<file path="src/rtl/mem_word_sequencer_if.sv">
// Bundle of the CPU request/response handshake and the byte-wide memory port
// for the load/store sequencer.
interface mem_word_sequencer_if #(
  parameter int ADDR_W = 8,
  parameter int WORD_W = 32
);
  logic              req_valid;
  logic              req_ready;
  logic              req_write;
  logic [1:0]        req_size;
  logic              req_signed;
  logic [ADDR_W-1:0] req_addr;
  logic [WORD_W-1:0] req_wdata;

  logic              resp_valid;
  logic [WORD_W-1:0] resp_rdata;
  logic              resp_err;

  logic              mem_write;
  logic [ADDR_W-1:0] mem_addr;
  logic [7:0]        mem_wdata;
  logic [7:0]        mem_rdata;

  // CPU datapath plus memory model side
  modport master (
    output req_valid, req_write, req_size, req_signed, req_addr, req_wdata,
    input  req_ready, resp_valid, resp_rdata, resp_err,
    input  mem_write, mem_addr, mem_wdata,
    output mem_rdata
  );

  // Sequencer side
  modport slave (
    input  req_valid, req_write, req_size, req_signed, req_addr, req_wdata,
    output req_ready, resp_valid, resp_rdata, resp_err,
    output mem_write, mem_addr, mem_wdata,
    input  mem_rdata
  );
endinterface

</file>
<file path="src/rtl/mem_word_sequencer.sv">
// Splits byte/halfword/word loads and stores into little-endian single-byte
// memory accesses and returns the extended load result as a one-cycle pulse.
module mem_word_sequencer #(
  parameter int ADDR_W = 8,
  parameter int WORD_W = 32
) (
  input logic                  clk,
  input logic                  rst,
  mem_word_sequencer_if.slave  bus
);

  typedef enum logic [1:0] {
    IDLE   = 2'd0,
    ACCESS = 2'd1,
    RESP   = 2'd2
  } state_e;

  localparam logic [1:0] SZ_BYTE = 2'd0;
  localparam logic [1:0] SZ_HALF = 2'd1;
  localparam logic [1:0] SZ_WORD = 2'd2;

  state_e            state_q, state_d;
  logic              write_q, write_d;
  logic              signed_q, signed_d;
  logic [1:0]        size_q, size_d;
  logic              err_q, err_d;
  logic [1:0]        cnt_q, cnt_d;
  logic [ADDR_W-1:0] addr_q, addr_d;
  logic [WORD_W-1:0] wdata_q, wdata_d;
  logic [WORD_W-1:0] rdata_q, rdata_d;

  logic              req_err;
  logic [4:0]        lane_lsb;

  function automatic logic [1:0] last_idx(input logic [1:0] size);
    case (size)
      SZ_BYTE: last_idx = 2'd0;
      SZ_HALF: last_idx = 2'd1;
      default: last_idx = 2'd3;
    endcase
  endfunction

  assign req_err = (bus.req_size == 2'd3)
                 || (bus.req_size == SZ_HALF && bus.req_addr[0])
                 || (bus.req_size == SZ_WORD && bus.req_addr[1:0] != 2'b00);

  assign lane_lsb = {cnt_q, 3'b000};

  always_comb begin
    // NOTE: every _d gets its hold value first so no path through the case
    // leaves a variable unassigned, which would otherwise infer a latch.
    state_d  = state_q;
    write_d  = write_q;
    signed_d = signed_q;
    size_d   = size_q;
    err_d    = err_q;
    cnt_d    = cnt_q;
    addr_d   = addr_q;
    wdata_d  = wdata_q;
    rdata_d  = rdata_q;

    case (state_q)
      IDLE: begin
        if (bus.req_valid) begin
          write_d  = bus.req_write;
          signed_d = bus.req_signed;
          size_d   = bus.req_size;
          wdata_d  = bus.req_wdata;
          rdata_d  = '0;
          cnt_d    = 2'd0;
          err_d    = req_err;
          if (req_err) begin
            // Rejected requests never touch the memory port, so mem_addr holds.
            state_d = RESP;
          end else begin
            state_d = ACCESS;
            addr_d  = bus.req_addr;
          end
        end
      end
      ACCESS: begin
        if (!write_q) rdata_d[lane_lsb +: 8] = bus.mem_rdata;
        if (cnt_q == last_idx(size_q)) begin
          state_d = RESP;
        end else begin
          cnt_d  = cnt_q + 2'd1;
          addr_d = addr_q + 1'b1;
        end
      end
      RESP:    state_d = IDLE;
      default: state_d = IDLE;
    endcase
  end

  // NOTE: state is updated with non-blocking assignments so every register
  // samples the pre-edge values of the others, regardless of process order.
  always_ff @(posedge clk or posedge rst) begin
    if (rst) begin
      state_q  <= IDLE;
      write_q  <= 1'b0;
      signed_q <= 1'b0;
      size_q   <= 2'd0;
      err_q    <= 1'b0;
      cnt_q    <= 2'd0;
      addr_q   <= '0;
      wdata_q  <= '0;
      rdata_q  <= '0;
    end else begin
      state_q  <= state_d;
      write_q  <= write_d;
      signed_q <= signed_d;
      size_q   <= size_d;
      err_q    <= err_d;
      cnt_q    <= cnt_d;
      addr_q   <= addr_d;
      wdata_q  <= wdata_d;
      rdata_q  <= rdata_d;
    end
  end

  // Outputs decode registered state only, so mem_write falls as soon as rst rises.
  always_comb begin
    bus.req_ready  = (state_q == IDLE);
    bus.resp_valid = (state_q == RESP);
    bus.resp_err   = (state_q == RESP) && err_q;
    bus.mem_write  = (state_q == ACCESS) && write_q;
    bus.mem_addr   = addr_q;
    bus.mem_wdata  = bus.mem_write ? wdata_q[lane_lsb +: 8] : 8'h00;

    bus.resp_rdata = '0;
    if (state_q == RESP && !write_q && !err_q) begin
      case (size_q)
        SZ_BYTE: bus.resp_rdata = {{(WORD_W-8){signed_q & rdata_q[7]}}, rdata_q[7:0]};
        SZ_HALF: bus.resp_rdata = {{(WORD_W-16){signed_q & rdata_q[15]}}, rdata_q[15:0]};
        default: bus.resp_rdata = rdata_q;
      endcase
    end
  end

endmodule

</file>
<file path="src/flat_wrapper.sv">
// flat-port wrapper written by rule: the top's interface ports become plain ports
module mem_word_sequencer_flat 
#(
  parameter int ADDR_W = 8,
  parameter int WORD_W = 32
)
  (clk, rst, bus_req_valid, bus_req_write, bus_req_size, bus_req_signed, bus_req_addr, bus_req_wdata, bus_req_ready, bus_resp_valid, bus_resp_rdata, bus_resp_err, bus_mem_write, bus_mem_addr, bus_mem_wdata, bus_mem_rdata);
  mem_word_sequencer_if #(.ADDR_W(ADDR_W), .WORD_W(WORD_W)) bus_i ();
  input logic clk;
  input logic rst;
  input wire logic [$bits(bus_i.req_valid)-1:0] bus_req_valid;
  input wire logic [$bits(bus_i.req_write)-1:0] bus_req_write;
  input wire logic [$bits(bus_i.req_size)-1:0] bus_req_size;
  input wire logic [$bits(bus_i.req_signed)-1:0] bus_req_signed;
  input wire logic [$bits(bus_i.req_addr)-1:0] bus_req_addr;
  input wire logic [$bits(bus_i.req_wdata)-1:0] bus_req_wdata;
  output wire logic [$bits(bus_i.req_ready)-1:0] bus_req_ready;
  output wire logic [$bits(bus_i.resp_valid)-1:0] bus_resp_valid;
  output wire logic [$bits(bus_i.resp_rdata)-1:0] bus_resp_rdata;
  output wire logic [$bits(bus_i.resp_err)-1:0] bus_resp_err;
  output wire logic [$bits(bus_i.mem_write)-1:0] bus_mem_write;
  output wire logic [$bits(bus_i.mem_addr)-1:0] bus_mem_addr;
  output wire logic [$bits(bus_i.mem_wdata)-1:0] bus_mem_wdata;
  input wire logic [$bits(bus_i.mem_rdata)-1:0] bus_mem_rdata;
  assign bus_i.req_valid = bus_req_valid;
  assign bus_i.req_write = bus_req_write;
  assign bus_i.req_size = bus_req_size;
  assign bus_i.req_signed = bus_req_signed;
  assign bus_i.req_addr = bus_req_addr;
  assign bus_i.req_wdata = bus_req_wdata;
  assign bus_req_ready = bus_i.req_ready;
  assign bus_resp_valid = bus_i.resp_valid;
  assign bus_resp_rdata = bus_i.resp_rdata;
  assign bus_resp_err = bus_i.resp_err;
  assign bus_mem_write = bus_i.mem_write;
  assign bus_mem_addr = bus_i.mem_addr;
  assign bus_mem_wdata = bus_i.mem_wdata;
  assign bus_i.mem_rdata = bus_mem_rdata;
  mem_word_sequencer #(.ADDR_W(ADDR_W), .WORD_W(WORD_W)) u_core (.clk(clk), .rst(rst), .bus(bus_i));
endmodule
</file>
<file path="config.mk">
export PLATFORM = sky130hd
export DESIGN_NAME = mem_word_sequencer_flat
export DESIGN_NICKNAME = d
export VERILOG_FILES = /design/src/rtl/mem_word_sequencer_if.sv /design/src/rtl/mem_word_sequencer.sv /design/src/flat_wrapper.sv
export SDC_FILE = /design/constraint.sdc
export NUM_CORES = 1
export LEC_CHECK = 0
export BUFFER_PORTS_ARGS = -buffer_cell sky130_fd_sc_hd__buf_2
export CORE_ASPECT_RATIO = 0.8
export CORE_MARGIN = 5
export CORE_UTILIZATION = 30
export CTS_CLUSTER_SIZE = 25
export DETAILED_ROUTE_END_ITERATION = 12
export PLACE_DENSITY = 0.61
export SLEW_MARGIN = 25
export SYNTH_ARGS = -nofsm -noshare
export SYNTH_HDL_FRONTEND = slang
export SYNTH_SLANG_ARGS = --single-unit
</file>
<file path="constraint.sdc">
create_clock -name clk -period 5.6 [get_ports clk]
set_input_delay 0.28 -clock clk [delete_from_list [all_inputs] [get_ports clk]]
set_output_delay 0.28 -clock clk [all_outputs]
set_load 0.03 [all_outputs]
</file>
==> flow_summary_export.csv, run 1 <==
group,metric,value,unit
cts,cts-root-buf,"clkbuf_16",
grt,grt_pass1_wl,16900,um
cts,htree_num_levels,3,
die,io_pins,107,
worst_setup_path,crit_family,"flip-flops",
layout,seq_area,2030,um2
detailed_routing,dr.pass1.iters,4,
synthesis,synth_top_area_share,50.2,%
worst_setup_path,critical_path_depth,5,
worst_setup_path,start_kind,"flop",
detailed_routing,first_iter_violations,161,
sta,setup_viol,0,
layout,fin_util,38.8,%
worst_setup_path,crit_type,"flop to primary output",
grt,grt_pass1_vias,3191,
synthesis,yosysMostFrequentCell,"dfrtp_1",
worst_setup_path,cp.arrival,2.43,ns
cts,path_clk_slew,0.06,ns
synthesis,async_flop_share,100,%
synthesis,yosysUniqueCellTypes,41,
sta,skew,0.00769,ns
synthesis,synth_edf_count,0,
sta,fin_crit,2.71,ns
die,initial_core_util,31.0,%
grt,antenna_found_initial,0,
worst_setup_path,cp-endpoint,"bus_resp_rdata[31]",
detailed_routing,vias_per_cell,4.83,
worst_setup_path,crit_path_max_incr_delay,0.64,ns
worst_setup_path,r2r_slack,2.91,ns
synthesis,synth_top_flop_cell,"dfrtp_1",
layout,n_antenna_cell,0,
cts,tritoncts,"yes",
worst_setup_path,path_max_fanout,16,
sta,worst_pin_slew,1.01,ns
detailed_routing,drt-total-wl,10600,um
cts,insertion_delay,0.34,ns
worst_setup_path,r2r_cells,6,
sta,finalCritPeriodShare,48.4,%
run,max-cap-violations,0,
synthesis,synth_area_leaders,"dfrtp_1, mux2_2, a21oi_1",
worst_setup_path,critical_path_required,5.32,ns
power,p_leak,2.29,nW
detailed_routing,drtAntennaViolNets,0,
grt,grt_max_degree,82,
die,core,13000,um2
synthesis,avgSynthCellArea,11.0,um2
detailed_routing,drc,0,
worst_setup_path,reg2reg_from,"u_core.cnt_q[0]",
cts,cts_hold_buffers,0,
die,dieWidth,140,um
grt,grt_overflow,0,
sta,setup_tns,0,ns
worst_setup_path,cp_slowest_cell,"dfrtp_1",
run_status,status,"finished clean",
synthesis,syn-num-nets,428,
layout,fin_nets,525,
synthesis,synth_top_area_cell,"dfrtp_1",
synthesis,syn-cell-area,4040,um2
die,fp.dieH,114,um
cts,cts_buffers,9,
placement,place_congestion,0.783,
layout,area_growth,24.8,%
synthesis,ys_ff_latch,81,
cts,post_cts_buffers,0,
synthesis,ys.warnings.count,0,
worst_setup_path,r2r-end,"u_core.rdata_q[26]",
min_path,holdCritPathClass,"primary input to asynchronous set/reset pin",
sta,maxSlewHeadroom,32.3,%
sta,final_max_slew_viol_count,0,
power,powerDensity,501,nW/um2
synthesis,yosysSeqAreaShare,50.2,%
power,vdd_drop_max,200,uV
worst_setup_path,endpoint_kind,"primary output",
worst_setup_path,crit_start,"u_core.state_q[1]",
placement,port_buffers,106,
detailed_routing,wire_per_inst,16.5,um
grt,grt_use_total,13.5,%
sta,fmax,369,MHz
layout,multi_input_area,1830,um2
die,num_rows,37,
worst_setup_path,worstPathCellList,"nand2b_1, nor3_2, o21ai_2, a21oi_1, buf_2",
sta,hold_viol,0,
die,die_area,15900,um2
placement,place_hpwl,7760,um
layout,final.fill_count,1273,
worst_setup_path,path_buf_inv,1,
detailed_routing,dr_total_vias,3108,
cts,ctsResizeCount,0,
cts,numClockSinks,81,
synthesis,syn_inst,367,
sta,rsz0062_at_grt,"no",
layout,layout-drive-gt1-share,38.4,%
cts,ctsLongestPathBuffers,2,
synthesis,synth_common_cells,"dfrtp_1, a21oi_1, mux2_2",
## per-layer routing
metal / share of wire [%] / GRT usage, % / wire, um / up-vias
met3: 6.8 / 5.32 / 718 / 10
met2: 45 / 20.8 / 4820 / 74
met1: 47 / 17.6 / 4940 / 1523
li1: - / - / - / 1501
met4: 1.2 / 3.81 / 124 / 0
met5: 0 / 0 / 0 / -
## state kept, by name (all words and copies together) (netlist names)
name and count:
u_core.rdata_q 32, u_core.bus.mem_addr 8, u_core.wdata_q 32, u_core.size_q 2, u_core.signed_q 1, u_core.err_q 1
u_core.cnt_q 2, u_core.state_q 2, u_core.write_q 1
## power breakdown
part           switching, mW  internal (mW)
clock                  0.228          0.402
sequential             0.226          0.778
combinational          0.485          0.406
total                  0.938           1.59
## final cells by class
class	count	area share, %
multi-input cells	237	36.2
clock inverters	5	1.56
repair buffers	107	10.7
flip-flops and latches	81	40.2
clock buffers	11	4.82
well taps	175	4.34
inverters	28	2.11
## cell usage in the layout, fill, tap and decap left out, drive strengths merged, types with 10 or more instances in the layout
master	netlist	routed
and2	10	10
nand3	22	22
a21oi	40	40
a22o	16	16
nand2	18	18
mux2	38	38
clkbuf	10	11
buf	11	107
inv	28	27
o21ai	29	29
dfrtp	81	81
## kinds of logic (layout without fill, tap and decap cells)
logic type	Yosys count	after routing	synth area share, %
buffers and inverters	49	151	5.11
muxes	49	49	15.8
AOI/OAI and AO/OA	96	96	14.6
DFF	81	81	50.2
adders and majority gates	6	6	1.86
and+or+nand+nor	86	86	12.4
## worst register-to-register path, delay by kind of cell, from the launching register on
kind                       cells  cell delay (ns)
AOI/OAI and AO/OA              1             0.10
adders and majority gates      1             0.34
buffers and inverters          1             0.33
DFF                            1             0.86
and+or+nand+nor                3             0.97
## worst min path at each step
stage                                 start           endpoint
after detailed placement  u_core.rdata_q[6]  u_core.rdata_q[6]
after global placement    u_core.rdata_q[1]  u_core.rdata_q[1]
after global routing       bus_req_wdata[8]  u_core.wdata_q[8]
after CTS                  bus_req_wdata[8]  u_core.wdata_q[8]
after floorplan            bus_mem_rdata[0]  u_core.rdata_q[0]
final                                   rst    u_core.signed_q
## per-stage QoR
step	total power, mW	cell area, um2	hold slack (ns)	setup WS, ns	instances
finish	2.52	5040	0.141	2.89	644
global route	2.68	5040	0.158	2.54	644
CTS	2.55	5030	0.157	2.81	644
detailed placement	1.91	4710	0.484	2.85	628
global placement	1.87	4700	0.482	2.92	628
floorplan	1.68	4040	0.413	3.24	367
No activity file was read; power rests on OpenSTA's default activity.
==> inputs of run 2 (changes only) <==
- ABC_AREA: unset -> 1
- PLACE_DENSITY: 0.61 -> 0.63
- clock period: 5.6 -> 2.42 ns (I/O delays scaled with it)
==> flow_summary_export.csv, run 2 <==
group,metric,value,unit
synthesis,syn_inst,525,
synthesis,synth_top_area_share,46.8,%
sta,skew,0.00804,ns
synthesis,synth_area_leaders,"dfrtp_1, nand2_1, mux2_2",
sta,final_max_slew_viol_count,0,
layout,area_growth,27.7,%
grt,busiest_layer,"met1",
synthesis,synth_edf_count,0,
detailed_routing,first_iter_violations,211,
synthesis,syn-cell-area,4340,um2
sta,rsz0062_at_grt,"no",
grt,met2_usage,19.2,%
cts,cts-root-buf,"clkbuf_16",
die,num_rows,39,
cts,path_clk_slew,0.07,ns
placement,port_buffers,106,
power,powerDensity,1110,nW/um2
placement,dpl_worst_slack,0.474,ns
layout,seq_area,2030,um2
sta,finalWorstSetupSlack,0.210,ns
sta,maxSlewHeadroom,61.6,%
worst_setup_path,crit_type,"flop to primary output",
synthesis,syn-num-nets,586,
detailed_routing,drtAntennaViolNets,0,
sta,worst_pin_slew,0.575,ns
layout,layout-drive-gt1-share,29.3,%
synthesis,synth_top_area_cell,"dfrtp_1",
synthesis,yosysMostFrequentCell,"nand2_1",
sta,finalCritPeriodShare,91.3,%
grt,grt_overflow,0,
layout,multi_input_area,1990,um2
cts,insertion_delay,0.34,ns
sta,fin_crit,2.21,ns
worst_setup_path,r2r_cells,6,
grt,grt_use_total,13.9,%
synthesis,ys.warnings.count,0,
grt,grt_pass1_vias,3562,
power,p_leak,2.79,nW
run_status,status,"finished clean",
detailed_routing,dr_total_vias,3759,
detailed_routing,vias_per_cell,4.50,
synthesis,avgSynthCellArea,8.26,um2
detailed_routing,drc,0,
detailed_routing,drt-total-wl,11700,um
layout,fin_util,38.9,%
min_path,hold_depth,2,
worst_setup_path,critical_path_required,2.30,ns
cts,numClockSinks,81,
cts,htree_num_levels,3,
synthesis,yosysSeqAreaShare,46.8,%
grt,grt_use_met1,21.5,%
die,dieWidth,144,um
detailed_routing,wire_per_inst,14.0,um
grt,antenna_found_initial,0,
power,vdd_drop_max,632,uV
sta,fmax,453,MHz
detailed_routing,dr.pass1.iters,4,
grt,grt_max_degree,54,
synthesis,synth_top_flop_cell,"dfrtp_1",
placement,place_hpwl,8700,um
sta,hold_viol,0,
synthesis,synth_common_cells,"nand2_1, dfrtp_1, nor2_1",
sta,setup_tns,0,ns
layout,final_cell_mix,"nand2_1, buf_2, dfrtp_1",
cts,post_cts_buffers,0,
die,io_pins,107,
layout,n_antenna_cell,0,
layout,final.fill_count,1494,
layout,layout_commonest_cell,"nand2_1",
worst_setup_path,cp_slowest_cell,"dfrtp_1",
worst_setup_path,endpoint_kind,"primary output",
run,max-cap-violations,0,
worst_setup_path,cp.arrival,2.09,ns
grt,grt_pass1_wl,18600,um
synthesis,yosysUniqueCellTypes,35,
die,initial_core_util,30.4,%
cts,tritoncts,"yes",
die,core,14200,um2
synthesis,ys_ff_latch,81,
cts,cts_buffers,9,
worst_setup_path,start_kind,"flop",
worst_setup_path,worstPathCellList,"nor2_2, nand3_2, nand3_1, nand2_2, a21oi_1, buf_2",
layout,fin_nets,708,
die,die_area,17000,um2
grt,use_met3,3.61,%
sta,setup_viol,0,
min_path,holdCritPathClass,"primary input to flop",
synthesis,async_flop_share,100,%
worst_setup_path,crit_path_max_incr_delay,0.54,ns
worst_setup_path,path_max_fanout,16,
die,fp.dieH,118,um
placement,place_congestion,0.786,
cts,ctsLongestPathBuffers,2,
==> run 2: power by group <==
part / internal, mW / leakage (nW) / switching (mW) / total (mW)
combinational: 0.896 / 1.61 / 1.69 / 2.59
sequential: 1.81 / 1.03 / 0.337 / 2.15
clock: 0.863 / 0.157 / 0.566 / 1.43
==> run 2: cell families (layout without fill, tap and decap cells) <==
group	Yosys count	after routing	share of synthesized area (%)
AOI/OAI and AO/OA	74	74	9.93
adders and majority gates	6	6	1.73
buffers and inverters	70	197	7.39
DFF	81	81	46.8
and+or+nand+nor	267	267	27.2
xor gates and xnor gates	1	1	0.202
muxes	26	26	6.75
==> run 2: cell type report <==
cell class / instances / area share [%]
Clock inverter: 5 / 1.11
Inverter: 50 / 3.41
Tap cell: 184 / 4.16
Sequential cell: 81 / 36.6
Clock buffer: 11 / 4.56
Timing Repair Buffer: 131 / 14.1
Multi-Input combinational cell: 374 / 36.0
==> run 2: layer usage <==
metal  vias up  routed length (um)
met5         -                   0
met4         0                  80
met3         6                 767
met2       101                4840
met1      1723                6020
li1       1929                   -
==> run 2: worst paths after layout <==
path | to | from | slack, ns
min reg2reg | u_core.rdata_q[26] | u_core.rdata_q[26] | 0.48
min | u_core.wdata_q[23] | bus_req_wdata[23] | 0.02
min in group asynchronous | u_core.rdata_q[2] | rst | 0.36
max reg2reg | u_core.rdata_q[8] | u_core.cnt_q[1] | 0.60
max | bus_resp_rdata[18] | u_core.size_q[1] | 0.21
max in group asynchronous | u_core.bus.mem_addr[4] | rst | 1.40
==> run 2: worst max-delay path: cells and delay by family (launching register included) <==
family / cells / cell delay (ns)
buffers and inverters: 1 / 0.22
flip-flops: 1 / 0.54
AND/OR/NAND/NOR: 4 / 0.82
AO/OA/AOI/OAI: 1 / 0.19
==> run 2: through the flow <==
step / hold WS [ns] / power, mW / instances / instance area (um2)
after floorplan: 0.231 / 4.11 / 525 / 4340
after global placement: 0.178 / 4.73 / 804 / 5060
after detailed placement: 0.182 / 4.76 / 804 / 5060
after CTS: 0.000636 / 6.24 / 836 / 5530
after global routing: 0.0130 / 6.62 / 836 / 5540
final: 0.0188 / 6.16 / 836 / 5540
==> run 2: repair_timing <==
item | in CTS | in global routing
hold buffers | 16 | 0
resized for setup | 0 | 1
hold endpoints to repair | 43 | 0
setup endpoints to repair | 0 | 7
==> inputs of run 3 (changes only) <==
- ABC_AREA: 1 -> unset
==> flow_summary_export.csv, run 3 (synthesis results as in run 1) <==
group,metric,value,unit
detailed_routing,dr_total_vias,3221,
grt,grt_pass1_wl,17900,um
run,max-cap-violations,0,
layout,fin_nets,538,
sta,fmax,461,MHz
worst_setup_path,path_max_fanout,9,
worst_setup_path,critical_path_required,2.30,ns
sta,setup_viol,0,
grt,grt_pass1_vias,3387,
die,die_area,15900,um2
run_status,status,"finished clean",
die,num_rows,37,
detailed_routing,wire_per_inst,16.9,um
sta,worst_pin_slew,0.596,ns
layout,final_area,5160,um2
worst_setup_path,cp_slowest_cell,"mux4_2",
die,fp.dieH,114,um
sta,maxSlewHeadroom,60.2,%
detailed_routing,first_iter_violations,177,
cts,path_clk_slew,0.07,ns
sta,rsz0062_at_grt,"no",
detailed_routing,drc,0,
sta,fin_crit,2.17,ns
placement,place_area,4820,um2
sta,finalWorstSetupSlack,0.251,ns
placement,port_buffers,106,
cts,tritoncts,"yes",
detailed_routing,drtAntennaViolNets,0,
detailed_routing,vias_per_cell,4.90,
placement,place_congestion,0.790,
cts,post_cts_buffers,0,
cts,cts-root-buf,"clkbuf_16",
worst_setup_path,crit_type,"flop to primary output",
sta,final_max_slew_viol_count,0,
cts,htree_num_levels,3,
worst_setup_path,endpoint_kind,"primary output",
detailed_routing,dr.pass1.iters,4,
sta,finalCritPeriodShare,89.6,%
die,core,13000,um2
min_path,holdCritPathClass,"primary input to flop",
layout,final_cell_mix,"buf_2, dfrtp_1, a21oi_1",
cts,insertion_delay,0.34,ns
power,p_leak,2.36,nW
grt,antenna_found_initial,1,
layout,n_antenna_cell,0,
sta,skew,0.00843,ns
sta,holdWs,0.00924,ns
die,io_pins,107,
cts,ctsResizeCount,0,
layout,fin_util,39.7,%
layout,layout-drive-gt1-share,39.6,%
worst_setup_path,cp.arrival,2.05,ns
detailed_routing,drt-total-wl,11100,um
placement,place_hpwl,8340,um
layout,layout_commonest_cell,"buf_2",
layout,area_growth,27.8,%
placement,dpl_worst_slack,0.374,ns
worst_setup_path,worstPathCellList,"buf_4, mux4_2, and3_1, buf_2",
grt,grt_overflow,0,
cts,cts_buffers,9,
grt,grt_max_degree,49,
power,powerDensity,1170,nW/um2
sta,hold_viol,0,
die,dieWidth,140,um
cts,numClockSinks,81,
grt,grt_use_total,14.2,%
worst_setup_path,crit_path_max_incr_delay,0.53,ns
sta,setup_tns,0,ns
power,vdd_drop_max,491,uV
cts,ctsLongestPathBuffers,2,
worst_setup_path,start_kind,"flop",
die,initial_core_util,31.0,%
## run 3: critical path: cells and delay by family (launching register included)
kind	cells	cell delay, ns
buffers and inverters	2	0.47
DFF	1	0.51
muxes	1	0.53
and+or+nand+nor	1	0.20
## run 3: worst paths after layout
kind	start	end	slack (ns)	cells past startpoint
worst max-delay path	u_core.cnt_q[0]	bus_mem_wdata[2]	0.25	4
worst min-delay path	bus_req_wdata[21]	u_core.wdata_q[21]	0.009	2
worst max register to register	u_core.cnt_q[0]	u_core.rdata_q[9]	0.35	6
worst min register to register	u_core.rdata_q[2]	u_core.rdata_q[2]	0.50	1
max in group asynchronous	rst	u_core.bus.mem_addr[2]	1.37	4
min in group asynchronous	rst	u_core.wdata_q[7]	0.37	3
## run 3: through the flow
| stage | total power [mW] | instances |
|---|---|---|
| 3_5_place_dp | 4.57 | 640 |
| 6_report | 6.04 | 657 |
| 5_1_grt | 6.42 | 657 |
| 3_3_place_gp | 4.46 | 640 |
| 4_1_cts | 6.11 | 657 |
| 2_1_floorplan | 3.88 | 367 |
## run 3: final cells by class
| type | count | area [um2] |
|---|---|---|
| clock inverter | 7 | 106 |
| sequential | 81 | 2030 |
| inverter | 28 | 106 |
| fill | 1286 | 7850 |
| multi-input combinational | 237 | 1810 |
| timing repair buffer | 120 | 663 |
| clock buffer | 9 | 225 |
| tap | 175 | 219 |
## run 3: metal layers
metal	vias to the layer above	part of all wire, %	global-route usage [%]	wire [um]
li1	1530	-	-	-
met1	1592	45	18.6	4970
met2	80	48	23.2	5320
met3	17	5.9	3.81	656
met4	2	1.5	4.58	172
met5	-	0.063	0	7
## run 3: report_power, final
part | switching [mW] | internal (mW) | leakage, nW | total, mW
logic | 1.29 | 1.03 | 1.18 | 2.33
registers | 0.390 | 1.80 | 1.02 | 2.19
clock network | 0.599 | 0.924 | 0.163 | 1.52
total | 2.28 | 3.76 | 2.36 | 6.04
## run 3: timing repair
action / in CTS / in global routing
hold endpoints to repair: 33 / 0
endpoints found under the setup margin: 0 / 0
hold buffers: 1 / 0
